===== config.mk =====
export PLATFORM = sky130hd
export DESIGN_NAME = mux32_rr_arbiter_flat
export DESIGN_NICKNAME = d
export VERILOG_FILES = /design/src/rtl/mux32_rr_arbiter_if.sv /design/src/rtl/mux32_rr_arbiter.sv /design/src/flat_wrapper.sv
export SDC_FILE = /design/constraint.sdc
export NUM_CORES = 1
export LEC_CHECK = 0
export ABC_AREA = 1
export CORE_AREA = 2 2 160 123
export CTS_CLUSTER_DIAMETER = 200
export DETAILED_ROUTE_END_ITERATION = 12
export DIE_AREA = 0 0 162 125
export GPL_ROUTABILITY_DRIVEN = 1
export PLACE_DENSITY = 0.78
export SLEW_MARGIN = 20
export SYNTH_ARGS = -nofsm -noshare
export SYNTH_HDL_FRONTEND = slang
export SYNTH_SLANG_ARGS = --single-unit

===== constraint.sdc =====
create_clock -name clk -period 4.7 [get_ports clk]
set_input_delay 0.47 -clock clk [delete_from_list [all_inputs] [get_ports clk]]
set_output_delay 0.47 -clock clk [all_outputs]
set_load 0.03 [all_outputs]

===== src/rtl/mux32_rr_arbiter_if.sv =====
// mux32_rr_arbiter_if: request/grant bundle between requesters and the mux32 arbiter.
// The lock line is present only when ARB_LOCK_EN is defined.
interface mux32_rr_arbiter_if;
  logic [31:0] req;
  logic [4:0]  select;
  logic [31:0] grant;
  logic        grant_valid;
`ifdef ARB_LOCK_EN
  logic        lock;
  modport master (output req, lock, input select, grant, grant_valid);
  modport slave  (input req, lock, output select, grant, grant_valid);
`else
  modport master (output req, input select, grant, grant_valid);
  modport slave  (input req, output select, grant, grant_valid);
`endif
endinterface


===== src/rtl/mux32_rr_arbiter.sv =====
// mux32_rr_arbiter: round-robin owner of a shared mux32 with hold timeout, registered select/grant.
// Optional ARB_LOCK_EN adds a lock input that suppresses the timeout while asserted.
module mux32_rr_arbiter #(
  parameter int MAX_HOLD = 8,
  parameter int CNT_W    = 8
) (
  input logic              clk,
  input logic              rst_n,
  mux32_rr_arbiter_if.slave bus
);
  typedef enum logic {IDLE, GRANT} state_t;
  state_t            state, state_n;
  logic [4:0]        select, select_n, ptr, ptr_n;
  logic [31:0]       grant;
  logic              grant_valid, grant_valid_n, timeout, rel;
  logic [CNT_W-1:0]  hold_cnt, hold_n;
  function automatic logic [4:0] pick(input logic [31:0] r, input logic [4:0] s);
    logic [4:0] idx;
    pick = s;
    for (int k = 31; k >= 0; k--) begin
      idx = s + 5'(k);
      if (r[idx]) pick = idx;
    end
  endfunction
  // The >= form lets a held-past-limit owner release right after lock drops.
`ifdef ARB_LOCK_EN
  assign timeout = MAX_HOLD != 0 && !bus.lock && hold_cnt >= CNT_W'(MAX_HOLD - 1);
`else
  assign timeout = MAX_HOLD != 0 && hold_cnt == CNT_W'(MAX_HOLD - 1);
`endif
  assign rel = !bus.req[select] || timeout;
  always_comb begin
    state_n       = state;
    select_n      = select;
    grant_valid_n = grant_valid;
    ptr_n         = ptr;
    hold_n        = hold_cnt;
    if (state == IDLE) begin
      if (|bus.req) begin
        state_n       = GRANT;
        select_n      = pick(bus.req, ptr);
        grant_valid_n = 1'b1;
        hold_n        = '0;
      end
    end else if (rel) begin
      ptr_n         = select + 5'd1;
      state_n       = |bus.req ? GRANT : IDLE;
      grant_valid_n = |bus.req;
      select_n      = |bus.req ? pick(bus.req, select + 5'd1) : select;
      hold_n        = '0;
    end else begin
      hold_n = hold_cnt + CNT_W'(hold_cnt != '1);
    end
  end
  always_ff @(posedge clk or negedge rst_n) begin
    if (!rst_n) begin
      state       <= IDLE;
      select      <= '0;
      grant       <= '0;
      grant_valid <= 1'b0;
      ptr         <= '0;
      hold_cnt    <= '0;
    end else begin
      state       <= state_n;
      select      <= select_n;
      grant       <= grant_valid_n ? 32'd1 << select_n : '0;
      grant_valid <= grant_valid_n;
      ptr         <= ptr_n;
      hold_cnt    <= hold_n;
    end
  end
  assign bus.select      = select;
  assign bus.grant       = grant;
  assign bus.grant_valid = grant_valid;
endmodule


===== src/flat_wrapper.sv =====
// flat-port wrapper written by rule: the top's interface ports become plain ports
module mux32_rr_arbiter_flat 
#(
  parameter int MAX_HOLD = 8,
  parameter int CNT_W    = 8
)
  (clk, rst_n, bus_req, bus_select, bus_grant, bus_grant_valid);
  mux32_rr_arbiter_if bus_i ();
  input logic clk;
  input logic rst_n;
  input wire logic [$bits(bus_i.req)-1:0] bus_req;
  output wire logic [$bits(bus_i.select)-1:0] bus_select;
  output wire logic [$bits(bus_i.grant)-1:0] bus_grant;
  output wire logic [$bits(bus_i.grant_valid)-1:0] bus_grant_valid;
  assign bus_i.req = bus_req;
  assign bus_select = bus_i.select;
  assign bus_grant = bus_i.grant;
  assign bus_grant_valid = bus_i.grant_valid;
  mux32_rr_arbiter #(.MAX_HOLD(MAX_HOLD), .CNT_W(CNT_W)) u_core (.clk(clk), .rst_n(rst_n), .bus(bus_i));
endmodule

; ---- Yosys cells after proc, flatten, opt, wreduce, memory -nomap -nowiden
; Cells that the tools add are included.
[totals]
reg_bits = 52
[classes]
n_eq_ne = 2
magnitude_cmp = 65
n_shift = 1
n_addsub = 64
n_reduce_logical = 5
muxes = 208
[op_table]
columns = operator, n
row1 = $lt A5 B6 Y1 const B, 65
row2 = $mux W5, 68
row3 = $bmux W1 S5, 65
row4 = $add A5 B5 Y5 const B, 32
row5 = $add A5 B4 Y5 const B, 16
row6 = $mux W1, 71
row7 = $add A5 B3 Y5 const B, 8
row8 = $mux W32, 1
row9 = $reduce_or A32 Y1, 1
row10 = $shl A1 B5 Y32 const A, 1
row11 = $mux W8, 3
row12 = $add A5 B2 Y5 const B, 4
row13 = $add A5 B1 Y5 const B, 3
row14 = $add A8 B1 Y8, 1
row15 = $eq A8 B3 Y1 const B, 1
row16 = $ne A8 B8 Y1 const B, 1
row17 = $reduce_and A2 Y1, 1
row18 = $reduce_bool A2 Y1, 1
row19 = $logic_not A1 Y1, 1
row20 = $logic_or A1 B1 Y1, 1

; ---- Logic depth before layout (Yosys ltp)
[depth]
ltp_word = 41
depth_mapped = 58

; ---- Least setup slack after synthesis
; OpenSTA, ideal clock, no wires.
[synth_path]
path_type = register to register
startpoint = register u_core.select[0], in the netlist u_core.bus.select[0]
endpoint = register u_core.grant[12], in the netlist u_core.bus.grant[12]
period_less_slack_ns = 5.097
arrival_ns = 4.975
setup_time_ns = 0.121
slack_ns = -0.397
t_required_ns = 4.579
stages_incl_launch_ff = 52
path_cell_list = dfrtp_1 inv_2 buf_1 ha_1 buf_2 inv_2 clkbuf_1 ha_1 inv_1 nor2_2 xor2_4 inv_1 nand2_1 o21ai_1 nand2_1 nand2_1 inv_2 o21ai_1 (+16 left out) nand2_1 nand2_1 nand2_1 nand2_1 nand2_1 nand2_1 nand2_1 nand2_1 nand2_1 nand2_1 nand2_1 nand2_1 nand2_1 nand2_1 a21oi_4 nand2_4 nand2_1 nor2_1
[synth_via]
elab_chain_cells = 41
elab_cells_between_ends = 140
classes_between = add/sub (32) / shift (1) / mux (105) / reduce/logical (2)
[synth_lines]
columns = item, line
row1 = "start, declared", mux32_rr_arbiter.sv:13  ; logic [4:0] select, select_n, ptr, ptr_n;
row2 = "start signal, assigned", mux32_rr_arbiter.sv:65  ; select <= select_n;
row3 = $add A5 B1 Y5, mux32_rr_arbiter.sv:49  ; select_n = |bus.req ? pick(bus.req, select + 5'd1) : select;
row4 = $add A5 B5 Y5, mux32_rr_arbiter.sv:21  ; idx = s + 5'(k);
row5 = $bmux W1 S5, mux32_rr_arbiter.sv:22  ; if (r[idx]) pick = idx;
row6 = $mux W1 (not written as such), mux32_rr_arbiter.sv:22
row7 = $mux W5 (32 in series), mux32_rr_arbiter.sv:22
row8 = $mux W5, mux32_rr_arbiter.sv:49
row9 = $mux W5 *, mux32_rr_arbiter.sv:45  ; end else if (rel) begin
row10 = $mux W5 *, mux32_rr_arbiter.sv:38  ; if (state == IDLE) begin
row11 = net u_core.select_n[3], mux32_rr_arbiter.sv:13
row12 = $shl A1 B5 Y32 *, mux32_rr_arbiter.sv:66  ; grant <= grant_valid_n ? 32'd1 << select_n : '0;
row13 = $mux W32 *, mux32_rr_arbiter.sv:66
row14 = "end signal, assigned", mux32_rr_arbiter.sv:66
row15 = "end, declared", mux32_rr_arbiter.sv:14  ; logic [31:0] grant;
; The timed path passes the listed nets; every way through them passes the cells marked *. The select of a mux whose other input is x is not followed.
; A chain may end at the register's enable or synchronous reset.

; ---- Worst setup path in the final report
[layout_path]
startpoint = register u_core.select[0], in the netlist u_core.bus.select[0]
endpoint = register u_core.grant[22], in the netlist u_core.bus.grant[22]
[layout_via]
elab_chain_cells = 41
elab_cells_between_ends = 140
classes_between = add/sub (32) / shift (1) / mux (105) / reduce/logical (2)
[layout_lines]
columns = item, line
row1 = $add A5 B1 Y5, mux32_rr_arbiter.sv:49
row2 = $add A5 B5 Y5, mux32_rr_arbiter.sv:21
row3 = $bmux W1 S5, mux32_rr_arbiter.sv:22
row4 = $mux W1 (not written as such), mux32_rr_arbiter.sv:22
row5 = $mux W5 (32 in series), mux32_rr_arbiter.sv:22
row6 = $mux W5, mux32_rr_arbiter.sv:49
row7 = $mux W5, mux32_rr_arbiter.sv:45
row8 = $mux W5, mux32_rr_arbiter.sv:38
row9 = $shl A1 B5 Y32, mux32_rr_arbiter.sv:66
row10 = $mux W32 *, mux32_rr_arbiter.sv:66
; Mark *: on every way between the ends. The rest lies on a longest branch, timed or not. The select of a mux whose other input is x is not followed.

==> impl_metrics.yaml <==
setup_path:
  crit-reg2reg-launch: "u_core.bus.select[0]"
  cp_top_family: "simple AND/OR/NAND/NOR gates"
  r2r_slack_ns: -0.39
  crit_path_start: "u_core.bus.select[0]"
  crit_path_max_incr_delay_ns: 0.46
  reg2reg_to: "u_core.bus.grant[22]"
  end_kind: "flip-flop"
  r2r_cells: 52
  crit_type: "reg2reg"
  cp_max_fo: 4
  cp-start-kind: "flip-flop"
  cp_num_buf_inv: 7
  crit_arrival_ns: 5.30
  slowest_stage: "dfrtp_2"
  cp_common_cell: "nand2_1"
  required_ns: 4.91
place:
  port_buffers: 71
  gp_congestion: 1.17
  post-dp-hpwl_um: 37700
  place_area_mm2: 0.0135
clocking:
  clockRootBuffer: "clkbuf_16"
  htree_num_levels: 2
  cts_tree: "built"
  clock-sinks: 52
  clk_pin_slew_worst_paths_ns: 0.07
  cts_buffers: 5
  cts_buffer_depth: 2
  clock_latency_ns: 0.30
  cts-hold-fix-buffers: 0
floorplan:
  dieArea_mm2: 0.0203
  start_util_pct: 54.4
  die_w_um: 162
  io_pins: 72
  design.core.area_mm2: 0.0188
  rows: 44
  die_h_um: 125
synthesis:
  synth_ff_type: "dfrtp_1"
  syn-num-nets: 2030
  synth_cell_type_count: 46
  synth_edf_count: 0
  ys_seq_area_share_pct: 12.7
  synth_area_mm2: 0.0102
  yosys_warnings: 0
  async_reset_ff_share_pct: 100
  syn_avg_cell_area_um2: 5.20
  ys_seq_elements: 52
  syn_inst: 1970
timing:
  fin_skew_ns: 0.00929
  fmaxAchievable_mhz: 197
  hold_viol: 0
  fin_setup_tns_ns: -10.56
  maxSlewHeadroom_pct: 44.4
  setup_slack_ns: -0.385
  rsz0062_at_grt: "true"
  worst_hold_slack_ns: 0.190
  layout_worst_path_cycle_share_pct: 108
  min_period_ns: 5.09
  worst_pin_slew_ns: 0.825
  slew_viol_final: 0
  setup_violations: 35
route:
  drt-total-wl_um: 53500
  wire_per_inst_um: 20.4
  ant_nets: 0
  num_vias: 16000
  viasPerCell: 6.11
  drc: 0
  dr.pass1.iters: 8
  first_iter_violations: 2773
layout:
  final_cell_area_mm2: 0.0151
  diodes: 0
  filler_cell_count: 1385
  synthToLayoutAreaGrowth_pct: 47.4
  final_common_cell: "nand2_1"
  regArea_mm2: 0.00131
  multi_input_area_mm2: 0.00858
  fin_nets: 2426
  layout-drive-gt1-share_pct: 25.6
  layout_common_cells: "nand2_1 (722), buf_4 (350), nand3_1 (228)"
global_routing:
  grt_pass1_vias: 13500
  grt_max_degree: 64
  grt_pass1_wl_um: 73300
  track_usage_pct: 46.2
  grt.overflow.total: 0
  antenna_found_initial: 0
job:
  maxCapViolCount: 0
outcome:
  status: "finished with violations"
  violations: "negative setup slack"
hold_path:
  min_path_type: "in2async"
metrics by stage:
step	worst slack (ns)	utilization, %	std cells
3_5_place_dp	-0.453	71.5	2559
4_1_cts	0.00194	74.9	2586
5_1_grt	-0.797	80.1	2620
2_1_floorplan	0.00268	-	1970
3_3_place_gp	-0.310	71.5	2559
6_report	-0.385	80.1	2620
routing by layer:
metal | vias up | global-route usage (%) | part of all wire (%)
met2 | 1499 | 62.6 | 39
met5 | - | 0 | 0
met1 | 7125 | 68.4 | 39
met4 | 0 | 10.0 | 4.0
met3 | 261 | 18.0 | 19
li1 | 7135 | - | -
state kept, by name, summed over array words and instances, names as in the netlist:
signal                  cells
u_core.bus.grant_valid      1
u_core.bus.select           5
u_core.hold_cnt             8
u_core.ptr                  5
u_core.bus.grant           32
u_core.state                1
worst max path at each step:
stage | to | depth (start not counted)
2_1_floorplan | u_core.bus.grant[12] | 42
3_5_place_dp | u_core.bus.grant[4] | 42
4_1_cts | u_core.bus.grant[5] | 48
3_3_place_gp | u_core.bus.grant[9] | 42
5_1_grt | u_core.bus.grant[2] | 53
6_report | u_core.bus.grant[22] | 52
cells by family (layout without fill, tap and decap cells):
logic type      after synthesis  in the layout  share of synthesized area [%]
compound gates              343            343                           18.0
xor+xnor                     44             45                           4.61
fa+ha+maj                    26             26                           3.18
buf+inv                     314            708                           12.5
flops                        52             52                           12.7
mux                           1              1                         0.0978
simple gates               1190           1192                           48.9
cell type report:
cell class	count	share of cell area, %
clock inverters	3	0.456
repair buffers	447	24.6
clock buffers	5	0.829
well taps	253	2.10
inverters	252	6.39
repair inverters	1	0.0498
multi-input cells	1607	56.9
flip-flops and latches	52	8.65
cells in the mapped netlist, types with 7 or more instances:
library cell	instances	area, µm²
inv_2	15	56.3
o22ai_1	8	50.1
xor2_1	31	272
nor2_1	102	383
nand3_2	7	70.1
buf_4	14	105
inv_1	234	878
buf_2	21	105
nand3_1	256	1280
o21ai_0	103	515
a31oi_1	16	100
clkbuf_1	18	67.6
o21a_1	7	52.6
a21oi_1	150	751
ha_1	26	325
nand2_1	770	2890
o211ai_1	9	67.6
o21ai_1	37	185
nand2_2	10	62.6
nor4_1	10	62.6
nand4_1	7	43.8
or2_2	11	68.8
dfrtp_1	52	1300
what timing repair did:
item | CTS | global route
resized for setup | 79 | 173
gates cloned | 3 | 2
pin swaps | 13 | 39
hold endpoints to repair | 0 | 0
setup endpoints to repair | 35 | 37
buffers inserted | 16 | 33
Power is not shown: default switching activity piles up to over one toggle a cycle in this logic, so the estimate is an artifact.
